===== src/rtl/fifo_pkg.sv =====
// Shared sizing for the read-side FIFO path: default widths and the pointer-width helper,
// so the FIFO, the read controller and the bench all derive identical sizes.
package fifo_pkg;

  localparam int FIFO_DATA_W = 8;
  localparam int FIFO_DEPTH  = 4;

  // Smallest r with 2**r >= n; evaluated at elaboration only.
  function automatic int clog2(input int n);
    int r;
    r = 0;
    while ((1 << r) < n) r++;
    return r;
  endfunction

endpackage


===== src/rtl/fifo_mem.sv =====
// DEPTH x DATA_W storage array for fifo_buffer: one synchronous write port,
// one combinational read port, contents deliberately not reset.
module fifo_mem
  import fifo_pkg::*;
#(
  parameter int  DATA_W = FIFO_DATA_W,
  parameter int  DEPTH  = FIFO_DEPTH,
  localparam int ADDR_W = clog2(DEPTH)
) (
  input  logic              clk,
  input  logic              we,
  input  logic [ADDR_W-1:0] waddr,
  input  logic [DATA_W-1:0] wdata,
  input  logic [ADDR_W-1:0] raddr,
  output logic [DATA_W-1:0] rdata
);

  logic [DATA_W-1:0] mem [DEPTH];

  always_ff @(posedge clk) begin
    if (we) mem[waddr] <= wdata;
  end

  assign rdata = mem[raddr];

endmodule


===== src/rtl/fifo_buffer.sv =====
// Circular-buffer FIFO feeding the read-side controller. Optional sticky overflow/underflow
// flags are compiled in when FIFO_ERR_FLAGS_EN is defined.
module fifo_buffer
  import fifo_pkg::*;
#(
  parameter int  DATA_W = FIFO_DATA_W,
  parameter int  DEPTH  = FIFO_DEPTH,
  localparam int ADDR_W = clog2(DEPTH)
) (
  input  logic              clk,
  input  logic              rst,
  input  logic              wr_valid,
  input  logic [DATA_W-1:0] wr_data,
  output logic              wr_ready,
  input  logic              rd_pop,
  output logic [DATA_W-1:0] rd_data,
  output logic              empty,
  output logic              full,
`ifdef FIFO_ERR_FLAGS_EN
  input  logic              clr_err,
  output logic              ovf_err,
  output logic              udf_err,
`endif
  output logic [ADDR_W:0]   count
);

  localparam logic [ADDR_W:0] FULL_CNT = (ADDR_W + 1)'(DEPTH);
  localparam logic [ADDR_W:0] ONE      = (ADDR_W + 1)'(1);

  logic [ADDR_W:0] wr_ptr;
  logic [ADDR_W:0] rd_ptr;
  logic            push;
  logic            pop;

  // Handshake: a word moves on a rising edge when wr_valid && wr_ready; the producer holds
  // wr_valid/wr_data until then. rd_pop is a one-sided consume, ignored while empty.
  assign empty    = (count == '0);
  assign full     = (count == FULL_CNT);
  assign wr_ready = ~full;
  assign push     = wr_valid & wr_ready;
  assign pop      = rd_pop & ~empty;

  always_ff @(posedge clk or negedge rst) begin
    if (!rst) begin
      wr_ptr <= '0;
      rd_ptr <= '0;
      count  <= '0;
    end else begin
      if (push) wr_ptr <= wr_ptr + ONE;
      if (pop)  rd_ptr <= rd_ptr + ONE;
      if (push && !pop)      count <= count + ONE;
      else if (pop && !push) count <= count - ONE;
    end
  end

  fifo_mem #(
    .DATA_W (DATA_W),
    .DEPTH  (DEPTH)
  ) u_mem (
    .clk   (clk),
    .we    (push),
    .waddr (wr_ptr[ADDR_W-1:0]),
    .wdata (wr_data),
    .raddr (rd_ptr[ADDR_W-1:0]),
    .rdata (rd_data)
  );

`ifdef FIFO_ERR_FLAGS_EN
  // Sticky error flags; a new error in the clearing cycle keeps the flag set.
  always_ff @(posedge clk or negedge rst) begin
    if (!rst) begin
      ovf_err <= 1'b0;
      udf_err <= 1'b0;
    end else begin
      if (wr_valid && full) ovf_err <= 1'b1;
      else if (clr_err)     ovf_err <= 1'b0;
      if (rd_pop && empty)  udf_err <= 1'b1;
      else if (clr_err)     udf_err <= 1'b0;
    end
  end
`endif

endmodule


===== config.mk =====
export PLATFORM = sky130hd
export DESIGN_NAME = fifo_buffer
export DESIGN_NICKNAME = d
export VERILOG_FILES = /design/src/rtl/fifo_pkg.sv /design/src/rtl/fifo_mem.sv /design/src/rtl/fifo_buffer.sv
export SDC_FILE = /design/constraint.sdc
export NUM_CORES = 1
export LEC_CHECK = 0
export CAP_MARGIN = 20
export CORE_MARGIN = 3
export CORE_UTILIZATION = 49
export CTS_BUF_LIST = sky130_fd_sc_hd__clkbuf_2 sky130_fd_sc_hd__clkbuf_4 sky130_fd_sc_hd__clkbuf_8
export DETAILED_ROUTE_END_ITERATION = 10
export PLACE_DENSITY = 0.89
export RECOVER_POWER = 50
export SLEW_MARGIN = 30
export SYNTH_ARGS = -nofsm -noshare
export SYNTH_HDL_FRONTEND = slang
export SYNTH_HIERARCHICAL = 1
export SYNTH_SLANG_ARGS = --single-unit

===== constraint.sdc =====
create_clock -name clk -period 2.04 [get_ports clk]
set_input_delay 0.408 -clock clk [delete_from_list [all_inputs] [get_ports clk]]
set_output_delay 0.408 -clock clk [all_outputs]
set_load 0.01 [all_outputs]

==> results.md, run 1 <==
* Outcome: finished, violations left
* Violated checks: negative setup slack
* Commonest non-fill, non-tap cell in the layout: edfxtp_1
* Chip height at 61.8 µm
* Synthesis-to-finish area growth at 30.5%
* # fillers at 198
* Overall Power at 2.86 mW
* MaxCap Viol Count at 0
* Drt pass-1 iters at 4
* Min-delay worst type: input pin to asynchronous set/reset pin
* Synth warn at 6
* Per-cell routed wire length at 17.5 µm
* Syn nets at 87
* Via count at 789
* Placer Congestion at 0.706
* Power density cells at 1440 nW/µm²
* Crit-path cells: buf_6 > or3b_4 > and2_4 > ha_4 > inv_2 > fa_1 > mux2_4
* Max frequency at 489 MHz
* Setup slack at placement at -0.0694 ns
* Clk pin slew, worst setup/hold paths at 0.11 ns
* Sequential area share after synthesis at 0.745
* Gr ovfl total at 0
* Row count at 19
* Synthesized instance count at 73
* H-tree Lvls at 2
* Final std cells w/o fill at 148
* Worst-path fanout max at 4
* Total Routing Usage GR at 0.164
* Number of antenna violations at the first check in global routing at 0
* Final nets at 130
* Die area at 3820 µm²
* First-pass GRT wire length at 4110 µm
* Worst path slowest cell: dfrtp_1
* Setup ws final at -0.00626 ns
* Horiz. Die Dim at 61.8 µm
* Final setup fails at 1
* Root buffer cell: clkbuf_4
* Worst Path Arrival at 2.28 ns
* CTS tree: done
* Slew Limit Headroom at 0.730
* Sink Count at 39
* Post-Place Cells at 135
* Number of max-slew violations in the final report at 0
* Clk Latency, worst-skew pair at 0.33 ns
* Required @ worst endpoint at 2.27 ns
* Largest stage delay on the critical path at 0.41 ns
* CTS Buffer Depth at 2
* Leakage Power at 0.753 nW
* Worst Tran Pin Value at 0.405 ns
* Diode count at 0
* Post-synthesis register bit count at 39
* Startpoint types: flop
* Crit path kind: flop to flop
* Dpl cell area at 1900 µm²
* Post-DP HPWL at 1800 µm
* RSZ-0062 raised after global routing: yes
* Final cycle utilization of the critical path at 1.00
* DR iter-0 viols at 19
* # DRC at 0
* Tmin final at 2.05 ns
* DRT Wirelength at 2590 µm
* Hold Violations, Final at 0
* Clock Skews at 0.00688 ns
* Core area at 2850 µm²
* Initial core utilization at 0.534
* Commonest non-fill, non-tap cells in the layout: edfxtp_1, dlygate4sd3_1, buf_4
* Synthesized area at 1520 µm²
* Vias in the first global route at 848
* CP endpoint kind: flop
* Final instance area at 1990 µm²
* # IOs at 26
* TritonCTS Buffers at 5
* Synth cell types at 20
* IO Port Bufs at 25
* Pin count of the biggest net entering global routing at 13
* Vias per inst at 5.33
* Sum Neg Setup Slack at -0.00626 ns
* Worst vdd ir at 0.816 mV
* Antenna violation net count after detailed routing at 0
* Mean Syn Cell Area at 20.9 µm²
* Layout cells sized above 1 at 0.385
layout make-up:
| class | instances | area (µm²) | area share |
|---|---|---|---|
| sequential | 39 | 1140 | 0.573 |
| multi-input combinational | 29 | 379 | 0.191 |
| timing repair buffer | 38 | 344 | 0.173 |
| clock inverter | 3 | 38.8 | 0.0195 |
| tap | 31 | 38.8 | 0.0195 |
| clock buffer | 5 | 37.5 | 0.0189 |
| inverter | 3 | 11.3 | 0.00566 |
worst max-delay path: cells and delay by family, from the launching register on:
| kind | cells | cell delay [ns] |
|---|---|---|
| adders and majority gates | 2 | 0.56 |
| and+or+nand+nor | 2 | 0.54 |
| DFF | 1 | 0.41 |
| muxes | 1 | 0.28 |
| buffers and inverters | 2 | 0.16 |
timing repair:
| item | CTS | global route |
|---|---|---|
| pin swaps | 0 | 0 |
| endpoints found under the setup margin | 12 | 10 |
| hold buffers | 0 | 0 |
| setup buffers | 5 | 0 |
| resized for setup | 27 | 12 |
| gates cloned | 0 | 0 |
metrics by stage:
stage,utilization,hold WS (ns)
finish,0.697,0.403
global route,0.697,0.398
CTS,0.704,0.326
detailed placement,0.665,0.508
global placement,0.665,0.503
floorplan,-,0.112
sequential cells by signal, summed over array words and instances, names as in the netlist:
name and flops:
count 3, rd_ptr 2, wr_ptr 2, u_mem/mem 32
where the power goes:
group	leakage (nW)	switching, mW	internal, mW
logic	0.339	0.468	0.686
registers	0.372	0.137	1.08
clock network	0.0426	0.232	0.252
Yosys cell counts, drive strengths merged:
cell,count,area (µm²)
xor2,3,26.3
edfxtp,32,961
nor2,1,3.75
and2,1,8.76
nand3,2,10.0
nand2,1,3.75
buf,1,11.3
xnor2,4,35.0
nor3b,1,7.51
mux4,8,180
mux2,1,11.3
fa,1,20.0
or3b,1,11.3
ha,1,12.5
clkbuf,1,5.00
and3b,2,17.5
dfrtp,7,175
or3,1,6.26
inv,3,11.3
and3,1,6.26
logic make-up (layout without fill, tap and decap cells):
| group | Yosys count | in the layout | synth area share |
|---|---|---|---|
| xor gates and xnor gates | 7 | 7 | 0.0402 |
| buffers and inverters | 5 | 49 | 0.0181 |
| muxes | 9 | 9 | 0.126 |
| adders and majority gates | 2 | 2 | 0.0213 |
| DFF | 39 | 39 | 0.745 |
| and+or+nand+nor | 11 | 11 | 0.0493 |
path summary, 6_finish.rpt:
path	end	depth (start not counted)	slack, ns	start
max	count[1]	7	-0.006	count[2]
min	rd_ptr[1]	1	0.40	rst
max reg2reg	count[1]	7	-0.006	count[2]
min reg2reg	wr_ptr[1]	1	0.54	wr_ptr[1]
max in group asynchronous	rd_ptr[0]	1	1.35	rst
min in group clk	wr_ptr[1]	1	0.54	wr_ptr[1]
metal layers:
metal,routed length [µm],up-vias,track usage,part of all wire
li1,-,367,-,-
met1,999,391,0.177,0.39
met2,1390,27,0.283,0.53
met3,172,4,0.0744,0.066
met4,36,0,0.0636,0.014
met5,0,-,0,0
Note: power is estimated with default switching activity, not from simulation.
==> run 2: changes to the inputs <==
- ABC_CLOCK_PERIOD_IN_PS: default -> 2300
- CELL_PAD_IN_SITES_DETAIL_PLACEMENT: default -> 1
- CELL_PAD_IN_SITES_GLOBAL_PLACEMENT: default -> 1
- CORE_UTILIZATION: 49 -> 46
- PLACE_DENSITY: 0.89 -> 0.91
- clock period: 2.04 -> 2.3 ns (I/O delays scaled with it)
==> run 2 against run 1 <==
  * The run now ends clean
  * Register-to-register slack improved by 0.12 ns
  * Clock skew increased by 0.0060 ns
  * Combinational power decreased by 21%
  * Wire length increased by 2.2%
  * Die area increased by 5.9%
  * First-iteration DRC count increased by 11%
  * Utilization decreased by 7.6 points
  * Worst hold slack improved by 0.056 ns
  * Largest power group unchanged
==> results.md, run 2 (same netlist as run 1, synthesis figures left out) <==
* Clk Latency, worst-skew pair at 0.33 ns
* TritonCTS Buffers at 5
* # IOs at 26
* Sink Count at 39
* CP endpoint kind: primary output
* Startpoint types: flop
* Top Layer Used: met4
* Core area at 3100 µm²
* Root buffer cell: clkbuf_4
* Crit-path cells: buf_4 > or3b_4 > clkdlybuf4s50_1
* Layout cells sized above 1 at 0.248
* Final setup fails at 0
* Dpl cell area at 1840 µm²
* Gr ovfl total at 0
* Die area at 4040 µm²
* Commonest non-fill, non-tap cells in the layout: edfxtp_1, dlygate4sd3_1, mux4_2
* Final instance area at 1930 µm²
* Power density cells at 1220 nW/µm²
* Outcome: finished clean
* Min-delay worst type: input pin to asynchronous set/reset pin
* Horiz. Die Dim at 63.6 µm
* Worst Tran Pin Value at 0.447 ns
* Total Routing Usage GR at 0.150
* Clock Skews at 0.0129 ns
* Number of antenna violations at the first check in global routing at 0
* Per-cell routed wire length at 17.3 µm
* Final cycle utilization of the critical path at 0.960
* Slew Limit Headroom at 0.702
* Placer Congestion at 0.690
* Worst path slowest cell: clkdlybuf4s50_1
* Final std cells w/o fill at 153
* Routed metal-1 wire length at 1080 µm
* Vias in the first global route at 842
* Hold Violations, Final at 0
* Leakage Power at 0.732 nW
* Tmin final at 2.21 ns
* Setup ws final at 0.0928 ns
* Number of max-slew violations in the final report at 0
* Worst vdd ir at 0.595 mV
* Largest stage delay on the critical path at 0.49 ns
* Vias per inst at 5.01
* Multi-input logic area at 365 µm²
* Max reg flops at 32
* WHS at 0.460 ns
* Commonest non-fill, non-tap cell in the layout: edfxtp_1
* Initial core utilization at 0.491
* CTS tree: done
* Synthesis-to-finish area growth at 26.4%
* WL met2 at 1440 µm
* Required @ worst endpoint at 1.84 ns
* Setup slack at placement at 0.0576 ns
* MaxCap Viol Count at 0
* CTS Buffer Depth at 2
* Post-DP HPWL at 1910 µm
* DRT Wirelength at 2650 µm
* Sum Neg Setup Slack at 0 ns
* Drt pass-1 iters at 4
* Row count at 20
* WL met3 at 120 µm
* # fillers at 292
* Crit path kind: flop to primary output
* Largest regs: u_mem/mem (32), count (3)
* First-pass GRT wire length at 4330 µm
* Diode count at 0
* Worst-path fanout max at 4
* DR iter-0 viols at 21
* Antenna violation net count after detailed routing at 0
* Max frequency at 453 MHz
* Via count at 767
* # DRC at 0
* Worst Path Arrival at 1.75 ns
* FF/Latch Area at 1140 µm²
* Hold Buf Count CTS at 0
* Clk pin slew, worst setup/hold paths at 0.10 ns
* IO Port Bufs at 25
* Post-Place Cells at 142
* Pin count of the biggest net entering global routing at 13
* H-tree Lvls at 2
* Final nets at 122
* Most flops, register: u_mem/mem
* Chip height at 63.6 µm
==> run 2: cell types whose count changed in the layout (fill, tap and decap cells not counted), sizes merged <==
cell | previous run | this run
clkbuf | 9 | 7
dlygate4sd2 | 2 | 7
dlymetal6s2s | 0 | 2
buf | 17 | 5
clkinv | 2 | 0
bufinv | 1 | 0
clkinvlp | 0 | 1
clkdlybuf4s50 | 5 | 6
==> run 2: worst max-delay path: cells and delay by family (launching register included) <==
family / cells / cell delay (ns)
flip-flops: 1 / 0.41
buffers and inverters: 2 / 0.62
AND/OR/NAND/NOR: 1 / 0.38
==> run 2: path summary, 6_finish.rpt <==
check                      startpoint        end  slack, ns  cells after the start
max reg2reg                  count[2]   count[1]       0.11                      7
max in group asynchronous         rst   count[1]       1.57                      1
min in group clk             count[0]   count[0]       0.54                      1
max                          count[2]   wr_ready       0.09                      3
min reg2reg                  count[0]   count[0]       0.54                      1
min                               rst  wr_ptr[1]       0.46                      1
==> run 2: per-layer routing <==
metal  global-route usage  up-vias
met1                0.175      389
met2                0.258       24
met3               0.0570        2
met4               0.0404        0
met5                    0        -
li1                     -      352
==> run 2: power by group <==
part	switching, mW	internal, mW	total, mW
sequential	0.136	0.961	1.10
clock	0.197	0.144	0.341
combinational	0.377	0.533	0.910
total	0.710	1.64	2.35
==> run 2: through the flow <==
stage | util | power [mW]
after floorplan | - | 1.61
after global placement | 0.593 | 2.01
after detailed placement | 0.593 | 2.06
after CTS | 0.610 | 2.34
after global routing | 0.621 | 2.51
final | 0.621 | 2.35
==> run 2: repair_timing <==
| item | CTS | global route |
|---|---|---|
| buffers inserted | 0 | 3 |
| gates resized for setup | 9 | 5 |
| endpoints found under the setup margin | 9 | 3 |
==> run 2: cell type report <==
type                    count  area share
multi-input cells          29       0.190
clock inverters             1     0.00390
well taps                  44      0.0286
clock buffers               7      0.0273
flip-flops and latches     39       0.591
repair buffers             30       0.154
inverters                   3     0.00584
